**config.mk**
```make
export PLATFORM = sky130hd
export DESIGN_NAME = decoder_nto2n_seq
export DESIGN_NICKNAME = d
export VERILOG_FILES = /design/src/rtl/decoder_nto2n_seq.sv
export SDC_FILE = /design/constraint.sdc
export NUM_CORES = 1
export LEC_CHECK = 0
export ABC_AREA = 1
export CORE_MARGIN = 8
export CORE_UTILIZATION = 52
export DETAILED_ROUTE_END_ITERATION = 10
export HOLD_SLACK_MARGIN = 0.15
export PLACE_DENSITY_LB_ADDON = 0.1
export SYNTH_ARGS = -nofsm -noshare
export SYNTH_HDL_FRONTEND = slang
export SYNTH_SLANG_ARGS = --single-unit
```
**constraint.sdc**
```tcl
create_clock -name clk -period 2.4 [get_ports clk]
set_clock_uncertainty 0.2 [all_clocks]
set_input_delay 0.48 -clock clk [delete_from_list [all_inputs] [get_ports clk]]
set_output_delay 0.48 -clock clk [all_outputs]
set_load 0.03 [all_outputs]
```
**src/rtl/decoder_nto2n_seq.sv**
```systemverilog
`default_nettype none
//------------------------------------------------------------------------------
// Module      : decoder_nto2n_seq
// Description : Registered N-to-2^N one-hot decoder with two modes.
//               DIRECT mode decodes an accepted select code and holds the
//               result. SCAN mode starts at the accepted code and walks the
//               active line through all 2^N outputs. Each line is held for
//               dwell+1 cycles. SCAN is left only when en_i drops.
//
// Configuration macro:
//   DECSEQ_ACTIVE_LOW_EN : when defined, y_o is inverted at the output
//                          register. Inactive is all ones and the active line
//                          is a single 0. busy_o, wrap_o and sel_ready_o are
//                          not affected.
//
// Ports:
//   clk          in   1        clock, rising edge
//   rst_n        in   1        asynchronous active-low reset
//   en_i         in   1        global enable; low forces outputs inactive
//   mode_i       in   1        0 = DIRECT, 1 = SCAN (sampled on handshake)
//   sel_i        in   SEL_W    select code / scan start index
//   sel_valid_i  in   1        sel_i / mode_i / dwell_i valid
//   sel_ready_o  out  1        block can accept a select
//   dwell_i      in   DWELL_W  extra hold cycles per line in SCAN
//   y_o          out  NOUT     one-hot decoded outputs, registered
//   busy_o       out  1        high while scanning
//   wrap_o       out  1        1-cycle pulse when scan wraps NOUT-1 -> 0
//
// Revision    : 1.0 - initial release
//------------------------------------------------------------------------------

module decoder_nto2n_seq #(
    parameter int SEL_W   = 3,
    parameter int DWELL_W = 4
) (
    input  logic                  clk,
    input  logic                  rst_n,
    input  logic                  en_i,
    input  logic                  mode_i,
    input  logic [SEL_W-1:0]      sel_i,
    input  logic                  sel_valid_i,
    output logic                  sel_ready_o,
    input  logic [DWELL_W-1:0]    dwell_i,
    output logic [(2**SEL_W)-1:0] y_o,
    output logic                  busy_o,
    output logic                  wrap_o
);

    localparam int NOUT = 2**SEL_W;

    // Pattern that y_o shows when no line is active. Every active line is
    // produced by XOR-ing a single one-hot bit into this pattern, so the
    // output polarity is decided here and nowhere else.
`ifdef DECSEQ_ACTIVE_LOW_EN
    localparam logic [NOUT-1:0] c_Y_INACTIVE = {NOUT{1'b1}};
`else
    localparam logic [NOUT-1:0] c_Y_INACTIVE = {NOUT{1'b0}};
`endif

    localparam logic [NOUT-1:0]    c_ONE_HOT0 = NOUT'(1);
    localparam logic [SEL_W-1:0]   c_IDX_LAST = {SEL_W{1'b1}};
    localparam logic [SEL_W-1:0]   c_IDX_ONE  = SEL_W'(1);
    localparam logic [DWELL_W-1:0] c_DCNT_ONE = DWELL_W'(1);

    typedef enum logic [1:0] {
        ST_IDLE = 2'd0,
        ST_HOLD = 2'd1,
        ST_SCAN = 2'd2
    } state_t;

    state_t               state_q, state_d;
    logic [SEL_W-1:0]     idx_q,   idx_d;
    logic [DWELL_W-1:0]   dcnt_q,  dcnt_d;
    logic [DWELL_W-1:0]   dwell_q, dwell_d;
    logic [NOUT-1:0]      y_q,     y_d;
    logic                 wrap_q,  wrap_d;

    logic                 w_accept;
    logic [SEL_W-1:0]     w_idx_next;

    // Output pattern for a single active line at index i_idx.
    function automatic logic [NOUT-1:0] f_line(input logic [SEL_W-1:0] i_idx);
        f_line = c_Y_INACTIVE ^ (c_ONE_HOT0 << i_idx);
    endfunction

    // Ready depends on registered state only, so no combinational path from
    // sel_valid_i back to sel_ready_o.
    assign sel_ready_o = en_i && (state_q != ST_SCAN);
    assign w_accept    = sel_valid_i && sel_ready_o;

    // Natural truncation to SEL_W bits gives the modulo-NOUT wrap.
    assign w_idx_next  = idx_q + c_IDX_ONE;

    //--------------------------------------------------------------------------
    // Next-state / datapath logic
    //--------------------------------------------------------------------------
    always_comb begin
        state_d = state_q;
        idx_d   = idx_q;
        dcnt_d  = dcnt_q;
        dwell_d = dwell_q;
        y_d     = y_q;
        wrap_d  = 1'b0;

        if (!en_i) begin
            // Disable wins over everything and wipes the latched request.
            state_d = ST_IDLE;
            idx_d   = '0;
            dcnt_d  = '0;
            dwell_d = '0;
            y_d     = c_Y_INACTIVE;
        end else begin
            case (state_q)
                ST_IDLE,
                ST_HOLD: begin
                    if (w_accept) begin
                        idx_d   = sel_i;
                        dcnt_d  = dwell_i;
                        dwell_d = dwell_i;
                        y_d     = f_line(sel_i);
                        state_d = mode_i ? ST_SCAN : ST_HOLD;
                    end else if (state_q == ST_IDLE) begin
                        y_d = c_Y_INACTIVE;
                    end
                end

                ST_SCAN: begin
                    if (dcnt_q != '0) begin
                        dcnt_d = dcnt_q - c_DCNT_ONE;
                    end else begin
                        // Dwell exhausted: move to the next line and reload.
                        idx_d  = w_idx_next;
                        dcnt_d = dwell_q;
                        y_d    = f_line(w_idx_next);
                        // Only a real step from the last line wraps; the
                        // start of a scan at index 0 goes through the accept
                        // path and never raises wrap.
                        wrap_d = (idx_q == c_IDX_LAST);
                    end
                end

                default: begin
                    state_d = ST_IDLE;
                    idx_d   = '0;
                    dcnt_d  = '0;
                    dwell_d = '0;
                    y_d     = c_Y_INACTIVE;
                end
            endcase
        end
    end

    //--------------------------------------------------------------------------
    // State registers
    //--------------------------------------------------------------------------
    always_ff @(posedge clk or negedge rst_n) begin
        if (!rst_n) begin
            state_q <= ST_IDLE;
            idx_q   <= '0;
            dcnt_q  <= '0;
            dwell_q <= '0;
            y_q     <= c_Y_INACTIVE;
            wrap_q  <= 1'b0;
        end else begin
            state_q <= state_d;
            idx_q   <= idx_d;
            dcnt_q  <= dcnt_d;
            dwell_q <= dwell_d;
            y_q     <= y_d;
            wrap_q  <= wrap_d;
        end
    end

    //--------------------------------------------------------------------------
    // Outputs
    //--------------------------------------------------------------------------
    assign y_o    = y_q;
    assign busy_o = (state_q == ST_SCAN);
    assign wrap_o = wrap_q;

endmodule

`default_nettype wire

```
=== Yosys cells after proc, flatten, opt, wreduce, memory -nomap -nowiden ===
Cells that the tools add are included.

* Add/subtract/negate cells: 2
* Equal/unequal tests: 8
* Shift-type cells: 2
* Multiplexer cells: 22
* Reduce and logical (&&, ||, !) cells: 8

{| class="wikitable"
|+ Operators with widths
! operator !! count
|-
| 8-bit 2-to-1 mux || 4
|-
| 4-bit 2-to-1 mux || 4
|-
| 4-bit case mux with 2 select lines || 2
|-
| 8-bit case mux with 2 select lines || 1
|-
| 1-bit by 3-bit << shifter with 8-bit output, first input constant || 2
|-
| 3-bit 2-to-1 mux || 3
|-
| 2-bit 2-to-1 mux || 3
|-
| 3-bit != test, second input constant || 2
|-
| 3-bit case mux with 2 select lines || 1
|-
| 2-bit AND reduction || 3
|-
| 2-bit != test, second input constant || 2
|-
| 4-bit != test, second input constant || 1
|-
| 2-bit case mux with 2 select lines || 1
|-
| 4-bit nonzero test || 1
|-
| 4-bit by 1-bit subtractor with 4-bit output, second input constant || 1
|-
| 3-bit by 1-bit adder with 3-bit output, second input constant || 1
|-
| 3-bit equality test, second input constant || 1
|-
| 1-bit 2-to-1 mux || 3
|-
| 2-bit by 1-bit equality test with 1-bit output, second input constant || 1
|-
| 2-bit equality test, second input constant || 1
|-
| 1-bit logical AND || 2
|-
| 2-bit logical NOT || 1
|-
| 2-bit OR reduction || 1
|}

* Register bits after elaboration: 22
* Output and inout port bits: 11
* Word-level logic and storage cells: 48

=== Longest topological paths before layout ===
* Depth after elaboration: 6
* Depth in mapped cells: 11
* Depth with buffers taken out: 11

=== Worst setup path before layout ===
Ideal clock, no wire load.

* Path kind: register to output
* Start point: reg state_q[1]
* End point: out sel_ready_o
* Arrival time: 1.119 ns
* Path slack: 0.601 ns
* Stages on the path, launching flop included: 4
* Path buffers: 0
* Cell sequence: dfrtp_1 -> nand2_2 -> inv_2 -> nor2_1

* Cells in the longest elaborated chain, start to end: 2

{| class="wikitable"
|+ Ends and longest elaborated chain
! item !! RTL line !! text
|-
| from (decl) || 71 || <nowiki>state_t state_q, state_d;</nowiki>
|-
| from (signal assigned) || 165 || <nowiki>state_q <= state_d;</nowiki>
|-
| 2-bit != test || 88 || <nowiki>assign sel_ready_o = en_i && (state_q != ST_SCAN);</nowiki>
|-
| 1-bit logical AND || 88 ||
|-
| to (decl) || 42 || <nowiki>output logic sel_ready_o,</nowiki>
|}

Every way passes these cells.

=== Final worst setup path ===
* Start point: reg state_q[0]
* End point: out busy_o

* Cells in the longest elaborated chain, start to end: 1

{| class="wikitable"
|+ Ends and longest elaborated chain
! item !! RTL line !! text
|-
| 2-bit equality test || 178 || <nowiki>assign busy_o = (state_q == ST_SCAN);</nowiki>
|-
| to (decl) || 45 || <nowiki>output logic busy_o,</nowiki>
|}

Every way passes these cells.

==> results.py <==
metrics = {
    "grt": {
        "grt_pass1_vias": 1205,
        "grt_pass1_wl_mm": 5.340,
        "track_usage_pct": 15.10,
        "antenna_found_initial": 0,
        "grt_max_degree": 23,
        "grt_overflow": 0,
    },
    "die": {
        "start_util_pct": 55.10,
        "die_h_um": 67.24,
        "core_um2": 2477,
        "io_pins": 23,
        "num_rows": 18,
        "die-width_um": 67.24,
        "die-area_um2": 4521,
    },
    "clocking": {
        "cts-htree-levels": 1,
        "cts_max_path_buffers": 2,
        "cts_setup_buffers": 0,
        "clkLatencyLatePin_ps": 310,
        "cts_buffers": 3,
        "clk_pin_slew_ps": 130,
        "post_cts_resized": 1,
        "cts_tree": "built",
        "clock-sinks": 22,
        "cts-root-buf": "clkbuf_4",
        "cts_hold_buffers": 0,
    },
    "placement": {
        "post-dp-hpwl_mm": 2.490,
        "gp_congestion": 0.9177,
        "numPortBuffers": 22,
    },
    "worst_setup_path": {
        "cp.required_ps": 1720,
        "crit_arrival_ps": 1510,
        "critPathLaunchType": "flip-flop",
        "max_stage_delay_ps": 420,
        "slowest_stage": "dlygate4sd2_1",
        "crit_chain": "inv_1, nand2_2, inv_2, dlygate4sd2_1",
        "crit_fanout": 8,
        "path_class": "flip-flop to output pin",
        "end_kind": "output pin",
    },
    "timing": {
        "post-route-period-util_pct": 91.19,
        "max_freq_ghz": 0.4569,
        "slew_headroom_pct": 77.57,
        "min_period_ps": 2189,
        "worstMarginPinSlew_ps": 335.3,
        "rsz0062_at_grt": "no",
        "tns_ps": 0,
        "drv_slew": 0,
        "finalHoldViolCount": 0,
        "setup_viol": 0,
    },
    "status": {
        "outcome": "completed",
    },
    "cells_and_area": {
        "finalNetCount": 238,
        "area_growth_pct": 22.36,
        "fillerInstances": 230,
        "drive_gt1_share_pct": 8.756,
        "num_antenna_cells": 0,
    },
    "synth": {
        "synth_cells": 189,
        "syn_area_per_cell_um2": 7.223,
        "synth_common_cells": "nand2_1, inv_1, dfrtp_1",
        "synth_edf_count": 0,
        "yosysWarnings": 0,
        "synth_top_area_share_pct": 40.33,
        "synthTopCellsByArea": "dfrtp_1, nand2_1, ha_1",
        "synthFlopType": "dfrtp_1",
        "syn_nets": 209,
        "synth_seq_cells": 22,
        "ys_async_sr_fraction_pct": 100.0,
        "ys_seq_area_share_pct": 40.33,
        "yosysUniqueCellTypes": 22,
        "yosysTopAreaCell": "dfrtp_1",
        "syn_area_um2": 1365,
        "synthMostInstantiatedCell": "nand2_1",
    },
    "route": {
        "ant_nets": 0,
        "wirelength_mm": 3.150,
        "avgViaCountPerCell": 5.085,
        "dr.pass1.iters": 4,
        "vias": 1256,
        "avgRoutedWirePerCell_um": 12.75,
        "initialDrtViolationCount": 78,
        "drc_errors": 0,
    },
    "pwr": {
        "max-vdd-ir-drop_uv": 429.1,
        "power_mw": 0.8669,
        "leakagePower_nw": 0.8667,
        "power_density_nw_per_um2": 519.0,
    },
    "worst_hold_path": {
        "min_path_type": "flip-flop to flip-flop",
    },
    "job": {
        "cap_violations": 0,
    },
}
worst paths after layout:
check	startpoint	endpoint	slack (ps)	cells past startpoint
worst max-delay path	state_q[0]	busy_o	210	4
worst min-delay path	y_o[1]	y_o[1]	290	2
worst max register to register	idx_q[0]	y_o[5]	430	8
worst min register to register	y_o[1]	y_o[1]	290	2
max in group asynchronous	rst_n	state_q[0]	1480	2
min in group asynchronous	rst_n	y_o[1]	300	2
cell families (layout without fill, tap and decap cells):
group | count (synthesis) | in the layout | synth area share (%)
flops | 22 | 22 | 40.33
simple gates | 111 | 111 | 35.11
fa+ha+maj | 8 | 8 | 7.333
compound gates | 22 | 22 | 9.899
buf+inv | 26 | 54 | 7.333
state kept, by name (all words and copies together), names as in the netlist:
register	flops
dwell_q	4
idx_q	3
wrap_o	1
dcnt_q	4
state_q	2
y_o	8
cell usage in the layout, fill, tap and decap left out:
master	n
ha_1	8
clkbuf_4	3
nand2_1	67
o211ai_1	1
nand3_2	1
nand2_2	3
nand2_4	1
dfrtp_1	22
o21ai_4	1
dlygate4sd2_1	1
o21ai_0	10
clkbuf_8	1
nor2_1	20
nor2_4	2
clkdlybuf4s50_1	20
o22ai_1	1
a22oi_1	2
inv_4	1
buf_4	3
nand3_1	13
inv_2	2
o31ai_1	2
a21oi_1	1
nor2_2	1
inv_1	23
nand4_1	3
o21ai_1	4
critical path, delay by kind of cell (launching register included):
kind | cells | cell delay (ps)
buffers and inverters | 3 | 700
AND/OR/NAND/NOR | 1 | 120
flip-flops | 1 | 380
cell type report:
type                       count  area [µm²]  area share, %
timing repair buffer          24       231.5          13.86
sequential                    22       550.5          32.96
multi-input combinational    141       714.4          42.77
inverter                      26       100.1          5.993
tap                           30       37.54          2.247
clock buffer                   4       36.28          2.172
per-layer routing:
| layer | routed length [µm] | track usage (%) | up-vias | share of wire, % |
|---|---|---|---|---|
| met4 | 45 | 6.789 | 0 | 1.4 |
| met5 | 0 | 0 | - | 0 |
| li1 | - | - | 656 | - |
| met2 | 1382 | 23.89 | 32 | 44 |
| met1 | 1523 | 19.51 | 564 | 48 |
| met3 | 198 | 2.980 | 4 | 6.3 |
report_power, final:
group          internal, mW  switching, mW  leakage, nW
logic                0.0850          0.153        0.552
registers             0.398         0.0199        0.294
clock network        0.0927          0.119       0.0210
total                 0.575          0.292        0.867
per-stage QoR:
step	utilization, %	std cells	instance area, µm²	hold WS, ps	worst slack [ps]
6_report	67.42	247	1670	292.5	211.4
5_1_grt	67.42	247	1670	311.6	127.8
4_1_cts	67.42	247	1670	297.8	211.2
3_5_place_dp	66.01	243	1635	265.2	273.5
3_3_place_gp	66.01	243	1635	265.8	309.9
2_1_floorplan	-	189	1365	-15.59	601.5
No activity file was read; power rests on OpenSTA's default activity.
